--- src/rtl/pla_xgmii_path_sel.sv ---
// Frame-aware XGMII path selector: forwards one of CH_NUM registered streams and only
// changes source between frames, forcing a clean /E/ cut when no boundary arrives in time.
module pla_xgmii_path_sel #(
    parameter int CH_NUM      = 2,
    parameter int LANES       = 4,
    parameter int RST_CH      = 0,
    parameter int TIMEOUT_CYC = 1024
) (
    input  logic                      I_sys_312m_clk,
    input  logic                      I_fpga_reset,
    input  logic [2:0]                I_sel,
    input  logic [CH_NUM*LANES-1:0]   I_txc,
    input  logic [CH_NUM*LANES*8-1:0] I_data,
    output logic [LANES-1:0]          O_txc,
    output logic [LANES*8-1:0]        O_data,
    output logic [2:0]                O_sel_cur,
    output logic                      O_switch_pending,
    output logic [15:0]               O_switch_cnt,
    output logic [7:0]                O_force_cnt
);

    localparam int                DATA_W   = 8 * LANES;
    localparam logic [2:0]        RST_SEL  = 3'(RST_CH);
    localparam logic [15:0]       TMO_LAST = 16'(TIMEOUT_CYC - 1);
    localparam logic [7:0]        CTL_S    = 8'hFB;
    localparam logic [7:0]        CTL_T    = 8'hFD;
    localparam logic [DATA_W-1:0] IDLE_W   = {LANES{8'h07}};
    localparam logic [DATA_W-1:0] TERM_W   = {LANES{8'hFE}};

    typedef enum logic [1:0] {RUN, WAIT, FLUSH} state_t;

    function automatic logic lane_is(input logic [LANES-1:0] txc, input logic [DATA_W-1:0] data,
                                     input int l, input logic [7:0] code);
        return txc[l] && (data[l*8 +: 8] == code);
    endfunction

    function automatic logic has_start(input logic [LANES-1:0] txc, input logic [DATA_W-1:0] data);
        logic r;
        r = 1'b0;
        for (int l = 0; l < LANES; l++)
            if (lane_is(txc, data, l, CTL_S)) r = 1'b1;
        return r;
    endfunction

    // The highest-numbered /S/ or /T/ in the word decides the frame state.
    function automatic logic frame_next(input logic in_frame_cur, input logic [LANES-1:0] txc,
                                        input logic [DATA_W-1:0] data);
        logic r;
        r = in_frame_cur;
        for (int l = 0; l < LANES; l++) begin
            if (lane_is(txc, data, l, CTL_S))      r = 1'b1;
            else if (lane_is(txc, data, l, CTL_T)) r = 1'b0;
        end
        return r;
    endfunction

    function automatic logic [7:0] sat_inc8(input logic [7:0] v);
        return (v == 8'hFF) ? v : v + 8'd1;
    endfunction

    logic [2:0]        sel_p1;
    logic [LANES-1:0]  txc_p1  [CH_NUM];
    logic [DATA_W-1:0] data_p1 [CH_NUM];

    // Stage 1: input capture
    always_ff @(posedge I_sys_312m_clk) begin
        if (I_fpga_reset) begin
            sel_p1 <= RST_SEL;
            for (int c = 0; c < CH_NUM; c++) begin
                txc_p1[c]  <= '1;
                data_p1[c] <= IDLE_W;
            end
        end else begin
            sel_p1 <= I_sel;
            for (int c = 0; c < CH_NUM; c++) begin
                txc_p1[c]  <= I_txc[c*LANES +: LANES];
                data_p1[c] <= I_data[c*DATA_W +: DATA_W];
            end
        end
    end

    logic [CH_NUM-1:0] in_frame;
    logic [CH_NUM-1:0] safe;

    always_comb begin
        safe = '0;
        for (int c = 0; c < CH_NUM; c++)
            safe[c] = !in_frame[c] && !has_start(txc_p1[c], data_p1[c]);
    end

    always_ff @(posedge I_sys_312m_clk) begin
        if (I_fpga_reset) begin
            in_frame <= '0;
        end else begin
            for (int c = 0; c < CH_NUM; c++)
                in_frame[c] <= frame_next(in_frame[c], txc_p1[c], data_p1[c]);
        end
    end

    state_t            state, state_nx;
    logic [2:0]        cur_sel, cur_nx, req_hold, req;
    logic              req_vld;
    logic [15:0]       tmr, tmr_nx, sw_cnt;
    logic [7:0]        frc_cnt;
    logic              sw_inc, frc_inc, pend_p2;
    logic [LANES-1:0]  cur_txc, req_txc, txc_nx, txc_p2;
    logic [DATA_W-1:0] cur_data, req_data, data_nx, data_p2;
    logic              cur_safe, req_safe;

    // Out-of-range selects fall back to the last legal request.
    assign req_vld = ({1'b0, sel_p1} < 4'(CH_NUM));
    assign req     = req_vld ? sel_p1 : req_hold;

    always_ff @(posedge I_sys_312m_clk) begin
        if (I_fpga_reset)  req_hold <= RST_SEL;
        else if (req_vld)  req_hold <= sel_p1;
    end

    always_comb begin
        cur_txc  = '1;
        cur_data = IDLE_W;
        cur_safe = 1'b0;
        req_txc  = '1;
        req_data = IDLE_W;
        req_safe = 1'b0;
        for (int c = 0; c < CH_NUM; c++) begin
            if (cur_sel == 3'(c)) begin
                cur_txc  = txc_p1[c];
                cur_data = data_p1[c];
                cur_safe = safe[c];
            end
            if (req == 3'(c)) begin
                req_txc  = txc_p1[c];
                req_data = data_p1[c];
                req_safe = safe[c];
            end
        end
    end

    always_comb begin
        state_nx = state;
        cur_nx   = cur_sel;
        tmr_nx   = tmr;
        sw_inc   = 1'b0;
        frc_inc  = 1'b0;
        txc_nx   = cur_txc;
        data_nx  = cur_data;
        case (state)
            RUN: begin
                if (req != cur_sel) begin
                    if (cur_safe && req_safe) begin
                        cur_nx  = req;
                        sw_inc  = 1'b1;
                        txc_nx  = req_txc;
                        data_nx = req_data;
                    end else begin
                        state_nx = WAIT;
                        tmr_nx   = '0;
                    end
                end
            end
            WAIT: begin
                if (req != cur_sel && cur_safe && req_safe) begin
                    cur_nx   = req;
                    sw_inc   = 1'b1;
                    txc_nx   = req_txc;
                    data_nx  = req_data;
                    state_nx = RUN;
                end else if (req == cur_sel) begin
                    state_nx = RUN;
                end else if (tmr == TMO_LAST) begin
                    // Cut the old frame with an all-lane /E/ on the forced switch.
                    cur_nx   = req;
                    sw_inc   = 1'b1;
                    frc_inc  = 1'b1;
                    txc_nx   = '1;
                    data_nx  = TERM_W;
                    state_nx = FLUSH;
                end else begin
                    tmr_nx = tmr + 16'd1;
                end
            end
            FLUSH: begin
                if (cur_safe) begin
                    state_nx = RUN;
                end else begin
                    txc_nx  = '1;
                    data_nx = IDLE_W;
                end
            end
            default: state_nx = RUN;
        endcase
    end

    // Stage 2: output and status registers
    always_ff @(posedge I_sys_312m_clk) begin
        if (I_fpga_reset) begin
            state   <= RUN;
            cur_sel <= RST_SEL;
            tmr     <= '0;
            sw_cnt  <= '0;
            frc_cnt <= '0;
            pend_p2 <= 1'b0;
            txc_p2  <= '1;
            data_p2 <= IDLE_W;
        end else begin
            state   <= state_nx;
            cur_sel <= cur_nx;
            tmr     <= tmr_nx;
            if (sw_inc)  sw_cnt  <= sw_cnt + 16'd1;
            if (frc_inc) frc_cnt <= sat_inc8(frc_cnt);
            pend_p2 <= (state_nx == WAIT);
            txc_p2  <= txc_nx;
            data_p2 <= data_nx;
        end
    end

    assign O_txc            = txc_p2;
    assign O_data           = data_p2;
    assign O_sel_cur        = cur_sel;
    assign O_switch_pending = pend_p2;
    assign O_switch_cnt     = sw_cnt;
    assign O_force_cnt      = frc_cnt;

endmodule

--- config.mk ---
export PLATFORM = sky130hd
export DESIGN_NAME = pla_xgmii_path_sel
export DESIGN_NICKNAME = d
export VERILOG_FILES = /design/src/rtl/pla_xgmii_path_sel.sv
export SDC_FILE = /design/constraint.sdc
export NUM_CORES = 1
export LEC_CHECK = 0
export ABC_AREA = 1
export CAP_MARGIN = 20
export CORE_ASPECT_RATIO = 1.4
export CORE_MARGIN = 8
export CORE_UTILIZATION = 48
export DETAILED_ROUTE_END_ITERATION = 8
export PLACE_DENSITY = 0.81
export SETUP_SLACK_MARGIN = 0.1
export SYNTH_ARGS = -nofsm -noshare
export SYNTH_HDL_FRONTEND = slang
export SYNTH_SLANG_ARGS = --single-unit
export TNS_END_PERCENT = 10
--- constraint.sdc ---
create_clock -name I_sys_312m_clk -period 1.95 [get_ports I_sys_312m_clk]
set_clock_uncertainty 0.15 [all_clocks]
set_input_delay 0.39 -clock I_sys_312m_clk [delete_from_list [all_inputs] [get_ports I_sys_312m_clk]]
set_output_delay 0.39 -clock I_sys_312m_clk [all_outputs]
set_load 0.01 [all_outputs]
==> impl_metrics.csv, run 1 <==
group,metric,value,unit
timing,rsz0062_at_grt,"true",
synthesis,synth_seq_cells,162,
clock_network,htree_levels,4,
route,drc_errors,0,
place,io_buffers,140,
route,antenna_left,0,
die,fp.dieW,126.1,um
finish,antennaDiodeCount,0,
synthesis,syn_inst,1196,
timing,worst_pin_slew,0.6094,ns
pwr,peakVddDrop,0.6861,mV
global_route,antenna_found_initial,0,
pwr,p_total,12.21,mW
route,vias,9132,
timing,hold_viol,0,
pwr,p_leak,5.364,nW
timing,layout_min_cycle_time,2.232,ns
die,core.rowCount,56,
finish,fillerInstances,1268,
global_route,grt-ovfl-total,0,
timing,setup_viol,79,
global_route,grt_pass1_wl,42.87,mm
synthesis,ys_top_cells_by_area,"dfxtp_1, nand2_1, inv_1",
clock_network,cts_tree,"done",
synthesis,syn_nets,1276,
route,dr_wl_met3,2.086,mm
setup_path,worstSetupStartpointType,"flip-flop",
hold_path,hold_path_depth,3,
route,initialDrtViolationCount,1120,
setup_path,reg2regPathDepth,11,
route,detail_route.vias_per_cell,5.432,
setup_path,crit_required,2.10,ns
route,wl_per_cell,16.54,um
timing,max_freq,448.0,MHz
die,start_util,48.89,%
route,wl_met1,10.15,mm
finish,drive_above_1_share,22.80,%
job,maxCapViolCount,0,
finish,layout_commonest_cell,"nand2_1",
setup_path,crit_path_top_delay_cell,"dfxtp_1",
clock_network,clock_path_buffers,2,
pwr,power_density,1031,nW/um^2
synthesis,synth_cell_types,38,
place,gp_congestion,0.9543,
clock_network,numCtsBuffers,17,
timing,slew_violations,0,
setup_path,cp-end-kind,"flip-flop",
finish,most-common-layout-cells,"nand2_1, inv_1, buf_4, dfxtp_1, nor2_1",
synthesis,syn_avg_cell_area,6.817,sq um
setup_path,cp.arrival,2.38,ns
route,dr_wl_met2,14.07,mm
setup_path,crit_path_max_incr_delay,0.34,ns
die,dieArea,21470,sq um
hold_path,hp-class,"input port to flip-flop",
clock_network,cts.sink_count,162,
clock_network,path_clk_slew,0.07,ns
synthesis,synth.cell_area,8153,sq um
synthesis,synthArstFlopShare,0,%
route,drtPass1Iterations,6,
die,core,16680,sq um
finish,layout-area-overhead-vs-synth,45.34,%
clock_network,root_buffer,"clkbuf_16",
timing,fin_crit_sh,114.5,%
route,detail_route.wirelength,27.80,mm
setup_path,cp_num_cells,11,
place,hpwl,18.99,mm
setup_path,critPathBufInv,2,
finish,nets,1545,
die,die_h,170.2,um
synthesis,yosysWarnings,0,
synthesis,synth_edf_count,0,
synthesis,ys.flop_type,"dfxtp_1",
timing,setup_ws,-0.2824,ns
setup_path,path_max_fanout,5,
finish,final_core_utilization,71.05,%
setup_path,path_delay_family,"simple AND/OR/NAND/NOR gates",
synthesis,yosysTopAreaCell,"dfxtp_1",
setup_path,critical_path_class,"flip-flop to flip-flop",
setup_path,crit_chain,"ha_1 -> nand2_2 -> nor2_4 -> nand4_1 -> nor2_1 -> nand2_2 -> inv_6 -> buf_4 -> nand4_1 -> o21ai_0 -> nor2_1",
route,top_layer,"met4",
global_route,grt_pass1_vias,8930,
timing,slew_headroom,59.37,%
run_status,violations,"setup timing",
run_status,outcome,"finished with violations",
clock_network,clk_latency,0.42,ns
clock_network,cts_hold_buf,0,
global_route,grt_max_degree,143,
die,ios,141,
global_route,grtUsageTotal,24.69,%
synthesis,yosysTopAreaCellShare,39.78,%
synthesis,seq_area_frac_synth,39.78,%
==> flip-flops by register name, indices dropped and copies added, names as in the netlist <==
register,count
O_data,32
in_frame,2
tmr,16
data_p1,64
O_force_cnt,8
sel_p1,3
state,2
req_hold,3
O_txc,4
O_switch_pending,1
O_sel_cur,3
O_switch_cnt,16
txc_p1,8
==> synthesized netlist by cell type, types with 3 or more instances <==
| library cell | n |
|---|---|
| nor3b_2 | 3 |
| buf_1 | 3 |
| xor2_1 | 17 |
| nor3b_1 | 3 |
| clkbuf_1 | 33 |
| xnor2_1 | 10 |
| buf_2 | 9 |
| nor3_1 | 20 |
| nand2_2 | 7 |
| dfxtp_1 | 162 |
| inv_2 | 6 |
| or2_2 | 32 |
| nand2_4 | 3 |
| o22ai_1 | 63 |
| o21ai_1 | 3 |
| nor2_4 | 4 |
| inv_1 | 172 |
| nand4_1 | 22 |
| nand2_1 | 242 |
| clkinv_1 | 4 |
| nor2_1 | 152 |
| nor4_1 | 7 |
| buf_4 | 4 |
| o21ai_0 | 23 |
| buf_6 | 7 |
| o21ai_2 | 3 |
| nand3b_1 | 9 |
| o221ai_1 | 8 |
| nand3_1 | 92 |
| ha_1 | 3 |
| a21oi_1 | 61 |
==> cell families (layout without fill, tap and decap cells) <==
| family | count (synthesis) | count (layout) | share of synthesized area (%) |
|---|---|---|---|
| AND/OR/NAND/NOR | 601 | 603 | 33.21 |
| buffers and inverters | 239 | 519 | 12.00 |
| flip-flops | 162 | 162 | 39.78 |
| adder cells (fa/ha/maj) | 3 | 3 | 0.4605 |
| AO/OA/AOI/OAI | 164 | 164 | 11.65 |
| XOR/XNOR | 27 | 27 | 2.900 |
==> final timing paths <==
path / end / from / slack, ns
worst max-delay path: O_force_cnt[4]$_SDFFE_PP0P_ / tmr[1]$_SDFFE_PP0P_ / -0.28
worst min-delay path: sel_p1[2]$_SDFF_PP0_ / I_sel[2] / 0.32
worst max register to register: O_force_cnt[4]$_SDFFE_PP0P_ / tmr[1]$_SDFFE_PP0P_ / -0.28
worst min register to register: tmr[13]$_SDFFE_PP0P_ / tmr[13]$_SDFFE_PP0P_ / 0.33
==> power breakdown <==
part           internal (mW)  switching [mW]  leakage [nW]
Sequential              3.69           0.203          1.34
Combinational           2.24            2.88          3.75
Clock                   1.71            1.50         0.268
==> worst min-delay path, delay by kind of cell <==
family                 cells  cell delay [ns]
buffers and inverters      2             0.44
AND/OR/NAND/NOR            1             0.03
==> timing repair <==
item | in CTS | in global routing
resized for setup | 102 | 55
buffers inserted | 6 | 1
endpoints found under the setup margin | 122 | 94
pin swaps | 20 | 10
cloned | 4 | 1
==> through the flow <==
stage	TNS, ns	area [sq um]	hold WS [ns]	setup slack, ns	instances
floorplan	0	8217	0.3022	0.03206	1196
detailed placement	-12.75	10820	0.3215	-0.2992	1637
global placement	-8.099	10820	0.3185	-0.1990	1637
finish	-6.924	11850	0.3212	-0.2824	1681
global route	-16.61	11850	0.3177	-0.3887	1681
CTS	-5.996	11640	0.3129	-0.1218	1679
==> routing by layer <==
layer,vias to the layer above,GRT usage [%]
li1,4383,-
met4,0,15.59
met2,483,44.27
met1,4146,25.99
met3,120,5.136
met5,-,0
==> final cells by class <==
cell class                 count  area [sq um]  share of cell area [%]
inverter                     183         708.2                   5.977
timing repair inverter         1         8.758                 0.07392
clock inverter                14         120.1                   1.014
multi-input combinational    797          4290                   36.21
timing repair buffer         303          2764                   23.33
clock buffer                  18         439.2                   3.706
tap                          203         254.0                   2.144
sequential                   162          3264                   27.55
Power figures use the tool's default switching activity.
==> run 2, diff against run 1 <==
--- a/config.mk
+++ b/config.mk
@@ -9,9 +9,10 @@
 export CAP_MARGIN = 20
 export CORE_ASPECT_RATIO = 1.4
 export CORE_MARGIN = 8
-export CORE_UTILIZATION = 48
+export CORE_UTILIZATION = 45
+export CTS_CLUSTER_SIZE = 28
 export DETAILED_ROUTE_END_ITERATION = 8
-export PLACE_DENSITY = 0.81
+export PLACE_DENSITY = 0.77
 export SETUP_SLACK_MARGIN = 0.1
 export SYNTH_ARGS = -nofsm -noshare
 export SYNTH_HDL_FRONTEND = slang
==> run 2 against run 1 <==
Effect of this change: the flow still finishes with violations (setup timing); critical path depth is 4 lower; worst hold slack worse by 0.020 ns; maximum frequency shrank 2.5%; final area rose by 4.3%; core utilization is 1.8 points lower; sequential power hardly changed; critical endpoint is now O_data[25]$_SDFF_PP1_; largest power group unchanged.
==> impl_metrics.csv, run 2 (synthesized netlist as in run 1, its figures left out) <==
group,metric,value,unit
finish,layout_commonest_cell,"nand2_1",
hold_path,hold_path_depth,3,
setup_path,crit_chain,"clkinv_1 -> nor2_1 -> inv_1 -> o22ai_1 -> nand3b_1 -> nand3_1 -> nand2_1",
global_route,antenna_found_initial,0,
die,fp.dieW,129.8,um
finish,final_cells,1738,
setup_path,crit_required,2.18,ns
place,dp.cells,1688,
route,drtPass1Iterations,6,
clock_network,cts_tree,"done",
timing,fin_crit_sh,117.4,%
job,maxCapViolCount,0,
route,drc_errors,0,
pwr,p_total,13.20,mW
pwr,p_leak,5.589,nW
setup_path,cp.arrival,2.52,ns
setup_path,worstReg2RegStart,"state[1]$_SDFF_PP0_",
timing,layout_min_cycle_time,2.289,ns
global_route,grtUsageTotal,24.48,%
clock_network,root_buffer,"clkbuf_16",
hold_path,hp-start,"I_fpga_reset",
timing,setup_ws,-0.3386,ns
finish,largest_register,"data_p1",
timing,hold_viol,0,
global_route,grt_max_degree,70,
setup_path,crit_path_max_incr_delay,0.48,ns
place,hpwl,19.32,mm
timing,rsz0062_at_grt,"true",
die,die_h,175.3,um
pwr,peakVddDrop,0.6900,mV
place,gp_congestion,0.9182,
clock_network,numCtsBuffers,17,
finish,antennaDiodeCount,0,
setup_path,reg2regPathDepth,7,
timing,slew_violations,0,
setup_path,worstSetupStartpointType,"flip-flop",
pwr,power_density,1068,nW/um^2
clock_network,cts.sink_count,162,
finish,most-common-layout-cells,"nand2_1, inv_1, buf_4, nor2_1, dfxtp_1",
clock_network,path_clk_slew,0.07,ns
finish,seqCellArea,3273,sq um
global_route,grt_pass1_vias,9047,
run_status,outcome,"finished with violations",
setup_path,cp-end-kind,"flip-flop",
hold_path,hp-class,"input port to flip-flop",
hold_path,whs_endpoint,"sel_p1[0]$_SDFF_PP0_",
die,core,17850,sq um
clock_network,htree_levels,4,
timing,finalHoldWorstSlack,0.3010,ns
place,pre_cts_slack,-0.2593,ns
finish,fillerInstances,1362,
clock_network,clk_latency,0.45,ns
clock_network,cts_hold_buf,0,
route,initialDrtViolationCount,1047,
finish,layout-area-overhead-vs-synth,51.53,%
timing,max_freq,436.9,MHz
die,dieArea,22740,sq um
route,detail_route.wirelength,29.79,mm
finish,nets,1565,
route,detail_route.vias_per_cell,5.407,
timing,worst_pin_slew,0.6355,ns
run_status,violations,"setup timing",
finish,drive_above_1_share,26.64,%
clock_network,clock_path_buffers,2,
setup_path,r2r_slack,-0.34,ns
global_route,grt-ovfl-total,0,
place,io_buffers,140,
setup_path,rr_endpoint,"O_data[25]$_SDFF_PP1_",
route,vias,9397,
timing,setup_viol,81,
setup_path,critical_path_class,"flip-flop to flip-flop",
global_route,grt_pass1_wl,44.48,mm
route,wl_per_cell,17.14,um
die,ios,141,
die,start_util,45.67,%
setup_path,crit_path_top_delay_cell,"dfxtp_1",
route,antenna_left,0,
timing,slew_headroom,57.59,%
finish,multi_input_area,4467,sq um
die,core.rowCount,58,
setup_path,path_max_fanout,6,
finish,largest_register_ffs,64,
[run 2: worst max-delay path by stage]
stage | startpoint | end | slack, ns
3_3_place_gp | sel_p1[1]$_SDFF_PP0_ | O_data[18]$_SDFF_PP1_ | -0.21
3_5_place_dp | data_p1[0][41]$_SDFF_PP1_ | O_switch_cnt[6]$_SDFFE_PP0P_ | -0.26
4_1_cts | sel_p1[2]$_SDFF_PP0_ | O_data[16]$_SDFF_PP1_ | -0.18
5_1_grt | data_p1[0][5]$_SDFF_PP0_ | O_txc[2]$_SDFF_PP1_ | -0.39
2_1_floorplan | sel_p1[1]$_SDFF_PP0_ | O_data[8]$_SDFF_PP1_ | 0.03
6_report | state[1]$_SDFF_PP0_ | O_data[25]$_SDFF_PP1_ | -0.34
[run 2: report_power, final]
group          total, mW  internal, mW  switching (mW)
clock network       3.70          2.18            1.52
logic               5.59          2.49            3.10
registers           3.90          3.69           0.216
total               13.2          8.36            4.84
[run 2: cell type report]
type / count / area share (%)
inverter: 183 / 5.793
clock inverter: 15 / 1.772
clock buffer: 17 / 3.443
sequential: 162 / 26.49
multi-input combinational: 797 / 36.16
timing repair buffer: 322 / 23.76
timing repair inverter: 2 / 0.1519
tap: 240 / 2.431
[run 2: critical path: cells and delay by family (launching register included)]
kind	cells	cell delay [ns]
simple gates	4	0.77
flops	1	0.48
buf+inv	2	0.46
compound gates	1	0.37
[run 2: per-layer routing]
| metal | vias to the layer above | share of wire (%) | wire length [um] | GRT usage [%] |
|---|---|---|---|---|
| met5 | - | 0 | 0 | 0 |
| met4 | 0 | 6.0 | 1797 | 13.70 |
| met3 | 159 | 8.2 | 2449 | 5.038 |
| met2 | 556 | 49 | 14690 | 42.61 |
| met1 | 4268 | 36 | 10850 | 26.95 |
| li1 | 4414 | - | - | - |
[run 2: per-stage QoR]
stage	instance area, sq um	setup TNS, ns	util (%)
2_1_floorplan	8217	0	-
3_5_place_dp	10930	-13.45	61.24
4_1_cts	12030	-7.792	67.41
5_1_grt	12350	-21.33	69.20
6_report	12350	-15.96	69.20
3_3_place_gp	10930	-9.464	61.24
[run 2: what timing repair did]
item	4_1_cts	5_1_grt
buffers inserted	6	6
pin swaps	30	26
endpoints found under the setup margin	122	92
cloned	5	1
resized for setup	144	73
